`src/rtl/lt24_ctrl.sv`:
```
// Avalon-MM to LT24 LCD 8080-style write bridge with a {dc,data} command/pixel FIFO.
// Latency: write accepted at edge N -> cs_n low from N+2, wr_n low from N+3; SETUP+LOW+HIGH per burst head, LOW+HIGH per follower.
// Backpressure: as_waitrequest is raised combinationally on CMD/DATA writes while the FIFO is full.
module lt24_ctrl #(
  parameter int FIFO_DEPTH     = 16,
  parameter int WR_LOW_CYCLES  = 2,
  parameter int WR_HIGH_CYCLES = 2
) (
  input  logic        clk,
  input  logic        reset_n,
  input  logic [1:0]  as_address,
  input  logic        as_write,
  input  logic        as_read,
  input  logic [31:0] as_writedata,
  output logic [31:0] as_readdata,
  output logic        as_waitrequest,
  output logic [15:0] lt24_d,
  output logic        lt24_dc_n,
  output logic        lt24_wr_n,
  output logic        lt24_rd_n,
  output logic        lt24_cs_n,
  output logic        lt24_reset_n,
  output logic        lt24_lcd_on
);

  localparam int AW      = $clog2(FIFO_DEPTH);
  localparam int FW      = AW + 1;
  localparam int CNT_MAX = (WR_LOW_CYCLES > WR_HIGH_CYCLES) ? WR_LOW_CYCLES : WR_HIGH_CYCLES;
  localparam int CW      = $clog2(CNT_MAX + 1);
  localparam logic [CW-1:0] LOW_LOAD  = CW'(WR_LOW_CYCLES - 1);
  localparam logic [CW-1:0] HIGH_LOAD = CW'(WR_HIGH_CYCLES - 1);

  typedef struct packed {
    logic        dc;
    logic [15:0] dat;
  } fifo_ent_t;

  typedef enum logic [1:0] {
    ST_IDLE,
    ST_SETUP,
    ST_WR_LOW,
    ST_WR_HIGH
  } state_t;

  // FIFO storage and bookkeeping
  fifo_ent_t       mem [FIFO_DEPTH];
  logic [AW-1:0]   wr_ptr;
  logic [AW-1:0]   rd_ptr;
  logic [FW-1:0]   fill;
  logic            fifo_full;
  logic            fifo_empty;
  logic            cmd_sel;
  logic            push_vld;
  fifo_ent_t       push_dat;
  logic            pop_vld;
  fifo_ent_t       head_dat;
  logic            head_vld_q;

  // bus FSM
  state_t          state;
  state_t          state_nxt;
  logic [CW-1:0]   cnt;
  logic [CW-1:0]   cnt_nxt;
  logic [15:0]     d_nxt;
  logic            dc_n_nxt;
  logic            cs_n_nxt;
  logic            wr_n_nxt;

  // register file
  logic [1:0]      ctrl_q;
  logic [31:0]     rd_mux;
  logic            busy;
  logic            unused_wdata;

  assign unused_wdata   = ^as_writedata[31:16];

  assign fifo_full      = (fill == FW'(FIFO_DEPTH));
  assign fifo_empty     = (fill == '0);
  assign cmd_sel        = as_write && !as_address[1];
  assign as_waitrequest = cmd_sel && fifo_full;
  assign push_vld       = cmd_sel && !fifo_full;
  assign push_dat       = '{dc: as_address[0], dat: as_writedata[15:0]};
  assign head_dat       = mem[rd_ptr];
  assign busy           = (state != ST_IDLE) || !fifo_empty;

  assign lt24_rd_n      = 1'b1;
  assign lt24_lcd_on    = ctrl_q[0];
  assign lt24_reset_n   = ctrl_q[1];

  // FIFO payload write; contents need no reset because the pointers gate visibility
  always_ff @(posedge clk) begin
    if (push_vld) begin
      mem[wr_ptr] <= push_dat;
    end
  end

  // FIFO pointers and fill level; a simultaneous push and pop leaves fill unchanged
  always_ff @(posedge clk or negedge reset_n) begin
    if (!reset_n) begin
      wr_ptr <= '0;
      rd_ptr <= '0;
      fill   <= '0;
    end else begin
      if (push_vld) wr_ptr <= wr_ptr + AW'(1);
      if (pop_vld)  rd_ptr <= rd_ptr + AW'(1);
      case ({push_vld, pop_vld})
        2'b10:   fill <= fill + FW'(1);
        2'b01:   fill <= fill - FW'(1);
        default: fill <= fill;
      endcase
    end
  end

  // IDLE acts on a registered non-empty flag, which sets the two-cycle write-to-cs latency.
  // Nothing pops in IDLE, so the flag can only lag a fill that has grown, never one that shrank.
  always_ff @(posedge clk or negedge reset_n) begin
    if (!reset_n) begin
      head_vld_q <= 1'b0;
    end else begin
      head_vld_q <= !fifo_empty;
    end
  end

  // bus FSM state, phase counter and registered LCD strobes
  always_ff @(posedge clk or negedge reset_n) begin
    if (!reset_n) begin
      state     <= ST_IDLE;
      cnt       <= '0;
      lt24_d    <= '0;
      lt24_dc_n <= 1'b1;
      lt24_cs_n <= 1'b1;
      lt24_wr_n <= 1'b1;
    end else begin
      state     <= state_nxt;
      cnt       <= cnt_nxt;
      lt24_d    <= d_nxt;
      lt24_dc_n <= dc_n_nxt;
      lt24_cs_n <= cs_n_nxt;
      lt24_wr_n <= wr_n_nxt;
    end
  end

  // next-state and next-output decode; outputs hold unless a transition changes them
  always_comb begin
    state_nxt = state;
    cnt_nxt   = cnt;
    pop_vld   = 1'b0;
    d_nxt     = lt24_d;
    dc_n_nxt  = lt24_dc_n;
    cs_n_nxt  = lt24_cs_n;
    wr_n_nxt  = lt24_wr_n;
    case (state)
      ST_IDLE: begin
        if (head_vld_q && !fifo_empty) begin
          pop_vld   = 1'b1;
          d_nxt     = head_dat.dat;
          dc_n_nxt  = head_dat.dc;
          cs_n_nxt  = 1'b0;
          state_nxt = ST_SETUP;
        end
      end
      ST_SETUP: begin
        wr_n_nxt  = 1'b0;
        cnt_nxt   = LOW_LOAD;
        state_nxt = ST_WR_LOW;
      end
      ST_WR_LOW: begin
        if (cnt == '0) begin
          wr_n_nxt  = 1'b1;
          cnt_nxt   = HIGH_LOAD;
          state_nxt = ST_WR_HIGH;
        end else begin
          cnt_nxt = cnt - CW'(1);
        end
      end
      ST_WR_HIGH: begin
        if (cnt == '0) begin
          if (!fifo_empty) begin
            // chain the next word straight into a low phase, cs_n stays asserted
            pop_vld   = 1'b1;
            d_nxt     = head_dat.dat;
            dc_n_nxt  = head_dat.dc;
            wr_n_nxt  = 1'b0;
            cnt_nxt   = LOW_LOAD;
            state_nxt = ST_WR_LOW;
          end else begin
            cs_n_nxt  = 1'b1;
            state_nxt = ST_IDLE;
          end
        end else begin
          cnt_nxt = cnt - CW'(1);
        end
      end
      default: begin
        state_nxt = ST_IDLE;
      end
    endcase
  end

  // CTRL register: bit0 backlight, bit1 panel reset release
  always_ff @(posedge clk or negedge reset_n) begin
    if (!reset_n) begin
      ctrl_q <= 2'b00;
    end else if (as_write && (as_address == 2'd3)) begin
      ctrl_q <= as_writedata[1:0];
    end
  end

  // read mux: STATUS and CTRL readable, CMD/DATA read as zero
  always_comb begin
    rd_mux = '0;
    case (as_address)
      2'd2:    rd_mux = {17'b0, 7'(fill), 5'b0, fifo_empty, fifo_full, busy};
      2'd3:    rd_mux = {30'b0, ctrl_q};
      default: rd_mux = '0;
    endcase
  end

  // read data register, one cycle of read latency
  always_ff @(posedge clk or negedge reset_n) begin
    if (!reset_n) begin
      as_readdata <= '0;
    end else begin
      as_readdata <= as_read ? rd_mux : 32'h0;
    end
  end

endmodule

```
`config.mk`:
```
export PLATFORM = sky130hd
export DESIGN_NAME = lt24_ctrl
export DESIGN_NICKNAME = d
export VERILOG_FILES = /design/src/rtl/lt24_ctrl.sv
export SDC_FILE = /design/constraint.sdc
export NUM_CORES = 1
export LEC_CHECK = 0
export ABC_AREA = 1
export ABC_CLOCK_PERIOD_IN_PS = 2900
export CAP_MARGIN = 20
export CORE_MARGIN = 3
export CORE_UTILIZATION = 40
export DETAILED_ROUTE_END_ITERATION = 10
export GPL_ROUTABILITY_DRIVEN = 0
export PLACE_DENSITY_LB_ADDON = 0.08
export SYNTH_ARGS = -nofsm -noshare
export SYNTH_HDL_FRONTEND = slang
export SYNTH_SLANG_ARGS = --single-unit
```
`constraint.sdc`:
```
create_clock -name clk -period 2.9 [get_ports clk]
set_input_delay 0.435 -clock clk [delete_from_list [all_inputs] [get_ports clk]]
set_output_delay 0.435 -clock clk [all_outputs]
set_load 0.02 [all_outputs]
```
* Word-level counts from Yosys, hierarchy flattened
Memory sizes are Yosys's and may differ from the RTL's.
Index checks and enable logic that the tools add are counted.
Widths: inputs -> output; s select.
** Word-level totals
- Flip-flop bits (word level) :: 71
- Bits in writable memories :: 272
- Input port bits :: 38
- Output and inout bits :: 55
- Word-level logic and storage cells :: 87
- Memories :: 1
** Memory list
- mem :: words 16, bits a word 17, rd ports 1, clocked after memory_dff 0, write ports 1, line 46 : fifo_ent_t mem [FIFO_DEPTH];
** Cells by class
- $add $sub $neg :: 5
- Equal/unequal tests :: 14
- Mux-type cells :: 34
- Reductions and logical operators :: 21
** Operator list (count)
- $mux 16 :: 3
- $mux 32 :: 1
- $pmux 16 s2 :: 1
- $pmux 13 s2 :: 1
- $mux 1 :: 14
- $mux 2 :: 7
- $reduce_and 4->1 :: 3
- $eq 2x2->1 const B :: 5
- $ne 2x2->1 const B :: 5
- $pmux 5 s2 :: 1
- $add 4x1->4 const B :: 2
- $pmux 2 s4 :: 1
- $pmux 1 s2 :: 3
- $pmux 2 s3 :: 1
- $reduce_bool 2->1 :: 3
- $add 5x1->5 const B :: 1
- $eq 5x5->1 const B :: 1
- $logic_and 1x1->1 :: 5
- $logic_not 5->1 :: 1
- $sub 5x1->5 const B :: 1
- $eq 2x1->1 const B :: 2
- $logic_not 2->1 :: 2
- $logic_not 1->1 :: 3
- $ne 3x3->1 const B :: 1
- 6 further kinds :: 6

* Depth between registers and ports, before layout
- Depth in word-level cells :: 7
- Mapped depth :: 14
- Gate-level depth less buffers :: 14

* Least setup slack after synthesis
Ideal clock, no wire load.
- Kind :: reg2reg
- Start :: register fill[0]
- End :: memory mem[11][0] (netlist name) (enable)
- Setup time :: 0.413 ns
- Arrival :: 2.082 ns
- Data required time :: 2.487 ns
- Setup slack :: 0.406 ns
- Stages on the path, launching flop included :: 5
- Buffers on the path :: 0
- Clock period less this slack :: 2.494 ns
- Path through :: dfrtp_1 -> nor2_2 -> nand3_1 -> nand4_1 -> nor3_1
** On the way
- Cells in the longest elaborated chain, start to end :: 5
** RTL lines
- from (decl) :: line 49 : logic [FW-1:0] fill;
- from (signal assigned) :: line 107 : 2'b10: fill <= fill + FW'(1);
- from (signal assigned) :: line 108 : 2'b01: fill <= fill - FW'(1);
- from (signal assigned) :: line 109 : default: fill <= fill;
- $eq 5x5->1 :: line 77 : assign fifo_full = (fill == FW'(FIFO_DEPTH));
- $logic_not 1->1 :: line 81 : assign push_vld = cmd_sel && !fifo_full;
- $logic_and 1x1->1 :: line 81
- $mux 1 :: line 92 : if (push_vld) begin
- $mux 1 (not written as such) :: line 93 : mem[wr_ptr] <= push_dat;
- to (decl) :: line 46
No other way between the ends.

* Final worst setup path
- Start :: register fill[0]
- End :: register fill[4]
** On the way
- Cells in the longest elaborated chain, start to end :: 7
- Elaborated cells between the ends (all ways) :: 16
- Classes of those cells :: 2 x add/sub; 3 x eq/ne; 5 x mux; 6 x reduce/logical
** RTL lines
- $logic_not 5->1 * :: line 78 : assign fifo_empty = (fill == '0);
- $logic_not 1->1
- $logic_and 1x1->1 :: line 154 : if (head_vld_q && !fifo_empty) begin
- $mux 1 :: line 154
- $pmux 1 s2 * :: line 152 : case (state)
- net pop_vld :: line 55 : logic pop_vld;
- $eq 2x1->1 or $eq 2x2->1 (tied branches) :: line 106 : case ({push_vld, pop_vld})
- $pmux 5 s2 or $reduce_bool 2->1 (tied branches)
Mark *: on every way through the listed nets, which the timed path passes. The rest lies on a longest branch.
A chain may end at the register's enable or synchronous reset.

==> impl_results.md <==
- Wire per inst: 17.5 um
- Unrepaired setup endpoints after global routing: false
- Placeable Area: 34600 um^2
- Post-DP HPWL: 20.1 mm
- Slew Limit Fails: 0
- PostCTS Resize Cnt: 0
- Number of synthesized register bits: 319
- P&R area growth vs syn: 16.5%
- CTS root buffer: clkbuf_16
- Dominant cell type by area after synthesis: edfxtp_1
- Die ar.: 37600 um^2
- Post-synth top area share: 0.579
- Vias/cell: 4.71
- Worst path arrival time: 3.03 ns
- Clock latency on the worst-skew pair: 0.52 ns
- Worst slew pin tran: 0.969 ns
- WP data required: 3.35 ns
- Drt total wl: 34.2 mm
- Crit path max fanout: 7
- Register area share after synthesis: 0.662
- Initial antenna violation count: 1
- Worst-case reg-to-reg path depth: 14
- CTS max path bufs: 3
- Power Dens Cells: 975 nW/um^2
- Critical Path End Type: flip-flop
- Yosys warnings: 0
- Io pins: 93
- Reg2reg start: fill[0]$_DFFE_PN0P_
- Final ANT Viol Nets: 0
- Row cnt: 68
- Worst hold path class: in -> async
- Via count: 9180
- Synth Instances: 1401
- Startpoint class of the critical path: flip-flop
- Pre-antenna DRT Iters: 5
- Syn_area_per_cell: 10.1 um^2
- Max VDD drop: 569 uV
- Grt ovf: 0
- Clock skew: 0.0104 ns
- Worst-path clk slew: 0.06 ns
- Most common cell in the netlist: nand2_1
- Run status: completed
- Port buffer count: 51
- Vias in the first global route: 9020
- Final Hold Viols: 0
- Pin count of the biggest net entering global routing: 140
- Die Wd: 194 um
- Die H: 194 um
- Hold Buf Count CTS: 0
- Number of H-tree levels: 2
- EDFF count, synth: 272
- Synth top area cells: edfxtp_1 (58%), nand2_1 (12%), dfrtp_1 (7.8%), nand3_1 (7.6%), inv_1 (6.1%)
- Total power: 16.0 mW
- Worst setup startpoint: fill[0]$_DFFE_PN0P_
- CTS buffer count: 37
- CTS Sinks: 319
- CP Capture Point: fill[4]$_DFFE_PN0P_
- Fin crit period: 2.58 ns
- Reg-to-reg slack, setup: 0.32 ns
- Distinct cells, synth: 34
- Max-cap check violation count: 0
- Synth top cells by count: nand2_1 (450), edfxtp_1 (272), inv_1 (229)
- Final std cells w/o fill: 1950
- CTS tree: done
- Layout Nets: 1518
- Setup_tns: 0 ns
- Critical setup path kind: reg -> reg
- All-Layer GR Usage: 0.181
- Post-synth top flop: edfxtp_1
- Static Leak: 7.15 nW
- Post-CTS Repair Setup Buffers: 0
- Initial DRC count: 519
- Ys async rst share: 0.147
- Fin util: 0.475
- Reg-to-Reg End: fill[4]$_DFFE_PN0P_
- Mapped Area: 14100 um^2
- Dpl cells: 1882
- Max Clk Rate: 0.388 GHz
- # DRC: 0
- Layout cells sized above 1: 0.0857
- Initial core utilization: 0.408
- Slew headroom: 0.354
- First-pass GRT wire length: 52.8 mm
- Period utilization: 0.890
- Final setup vio count: 0
==> power by group <==
| part | internal (mW) | total [mW] | switching (mW) |
|---|---|---|---|
| logic | 1.78 | 5.63 | 3.84 |
| clock network | 2.88 | 4.70 | 1.82 |
| registers | 5.47 | 5.71 | 0.244 |
| total | 10.1 | 16.0 | 5.91 |
==> final cells by class <==
class / count / area, um^2
clock inverters: 15 / 183
diodes: 1 / 2.50
multi-input cells: 786 / 3540
clock buffers: 52 / 1040
well taps: 455 / 569
repair buffers: 86 / 856
flip-flops and latches: 319 / 9350
inverters: 236 / 891
fillers: 3219 / 18200
==> cell families (layout without fill, tap and decap cells) <==
group | Yosys count | count (layout) | share of synthesized area
flops | 319 | 319 | 0.662
buf+inv | 319 | 389 | 0.0961
compound gates | 21 | 21 | 0.00851
fa+ha+maj | 14 | 14 | 0.0129
xor+xnor | 8 | 8 | 0.00496
simple gates | 718 | 718 | 0.215
other cells | 2 | 26 | 0.000532
==> cells in the final DEF (no fill, tap or decap), types with 25 or more instances in the layout <==
| cell | n |
|---|---|
| edfxtp_1 | 272 |
| clkbuf_16 | 39 |
| nand2_1 | 450 |
| inv_1 | 228 |
| nand3_1 | 213 |
| clkdlybuf4s50_1 | 50 |
| dfrtp_1 | 42 |
| nor2_1 | 25 |
| buf_4 | 28 |
| conb_1 | 25 |
==> how the worst min path moves through the flow <==
| stage | startpoint | slack (ns) | cells after the start | to |
|---|---|---|---|---|
| 2_1_floorplan | reset_n | 0.14 | 0 | as_readdata[0]$_DFF_PN0_ |
| 3_3_place_gp | lt24_dc_n$_DFFE_PN1P_ | 0.46 | 2 | lt24_dc_n$_DFFE_PN1P_ |
| 3_5_place_dp | lt24_dc_n$_DFFE_PN1P_ | 0.46 | 2 | lt24_dc_n$_DFFE_PN1P_ |
| 4_1_cts | reset_n | 0.1 | 1 | lt24_d[8]$_DFFE_PN0P_ |
| 5_1_grt | reset_n | 0.13 | 1 | lt24_d[6]$_DFFE_PN0P_ |
| 6_report | reset_n | 0.06 | 1 | lt24_d[7]$_DFFE_PN0P_ |
==> metrics by stage <==
step / area [um^2] / worst slack, ns / hold WS (ns)
after floorplan: 14200 / 0.406 / 0.139
after global placement: 15200 / 0.352 / 0.462
after detailed placement: 15200 / 0.325 / 0.464
after CTS: 16400 / 0.283 / 0.0953
after global routing: 16400 / 0.0824 / 0.133
final: 16400 / 0.320 / 0.0561
==> sequential cells by signal, indices dropped and copies added, names as in the netlist <==
register	count
as_readdata	8
cnt	2
ctrl_q	2
fill	5
head_vld_q	1
lt24_cs_n	1
lt24_d	16
lt24_dc_n	1
lt24_wr_n	1
mem	272
rd_ptr	4
state	2
wr_ptr	4
==> routing by layer <==
layer,vias to the layer above,global-route usage,part of all wire
met4,2,0.0596,0.030
met3,54,0.0325,0.036
met1,4417,0.234,0.44
met5,-,0,0.00041
met2,139,0.311,0.49
li1,4568,-,-
==> worst max-delay path: stages (launching register included) <==
cell and delay [ns]:
dfrtp_1 0.45, nor2_2 0.18, nand3_4 0.13, nand2_1 0.14, o21ai_2 0.09, nand2_1 0.15, inv_1 0.09, ha_1 0.27
fa_1 0.43, a21oi_1 0.15, nor2_1 0.05, nor2_1 0.11, xor2_1 0.16, nand2_1 0.07, nand2_1 0.05
No activity file was read; power rests on OpenSTA's default activity.
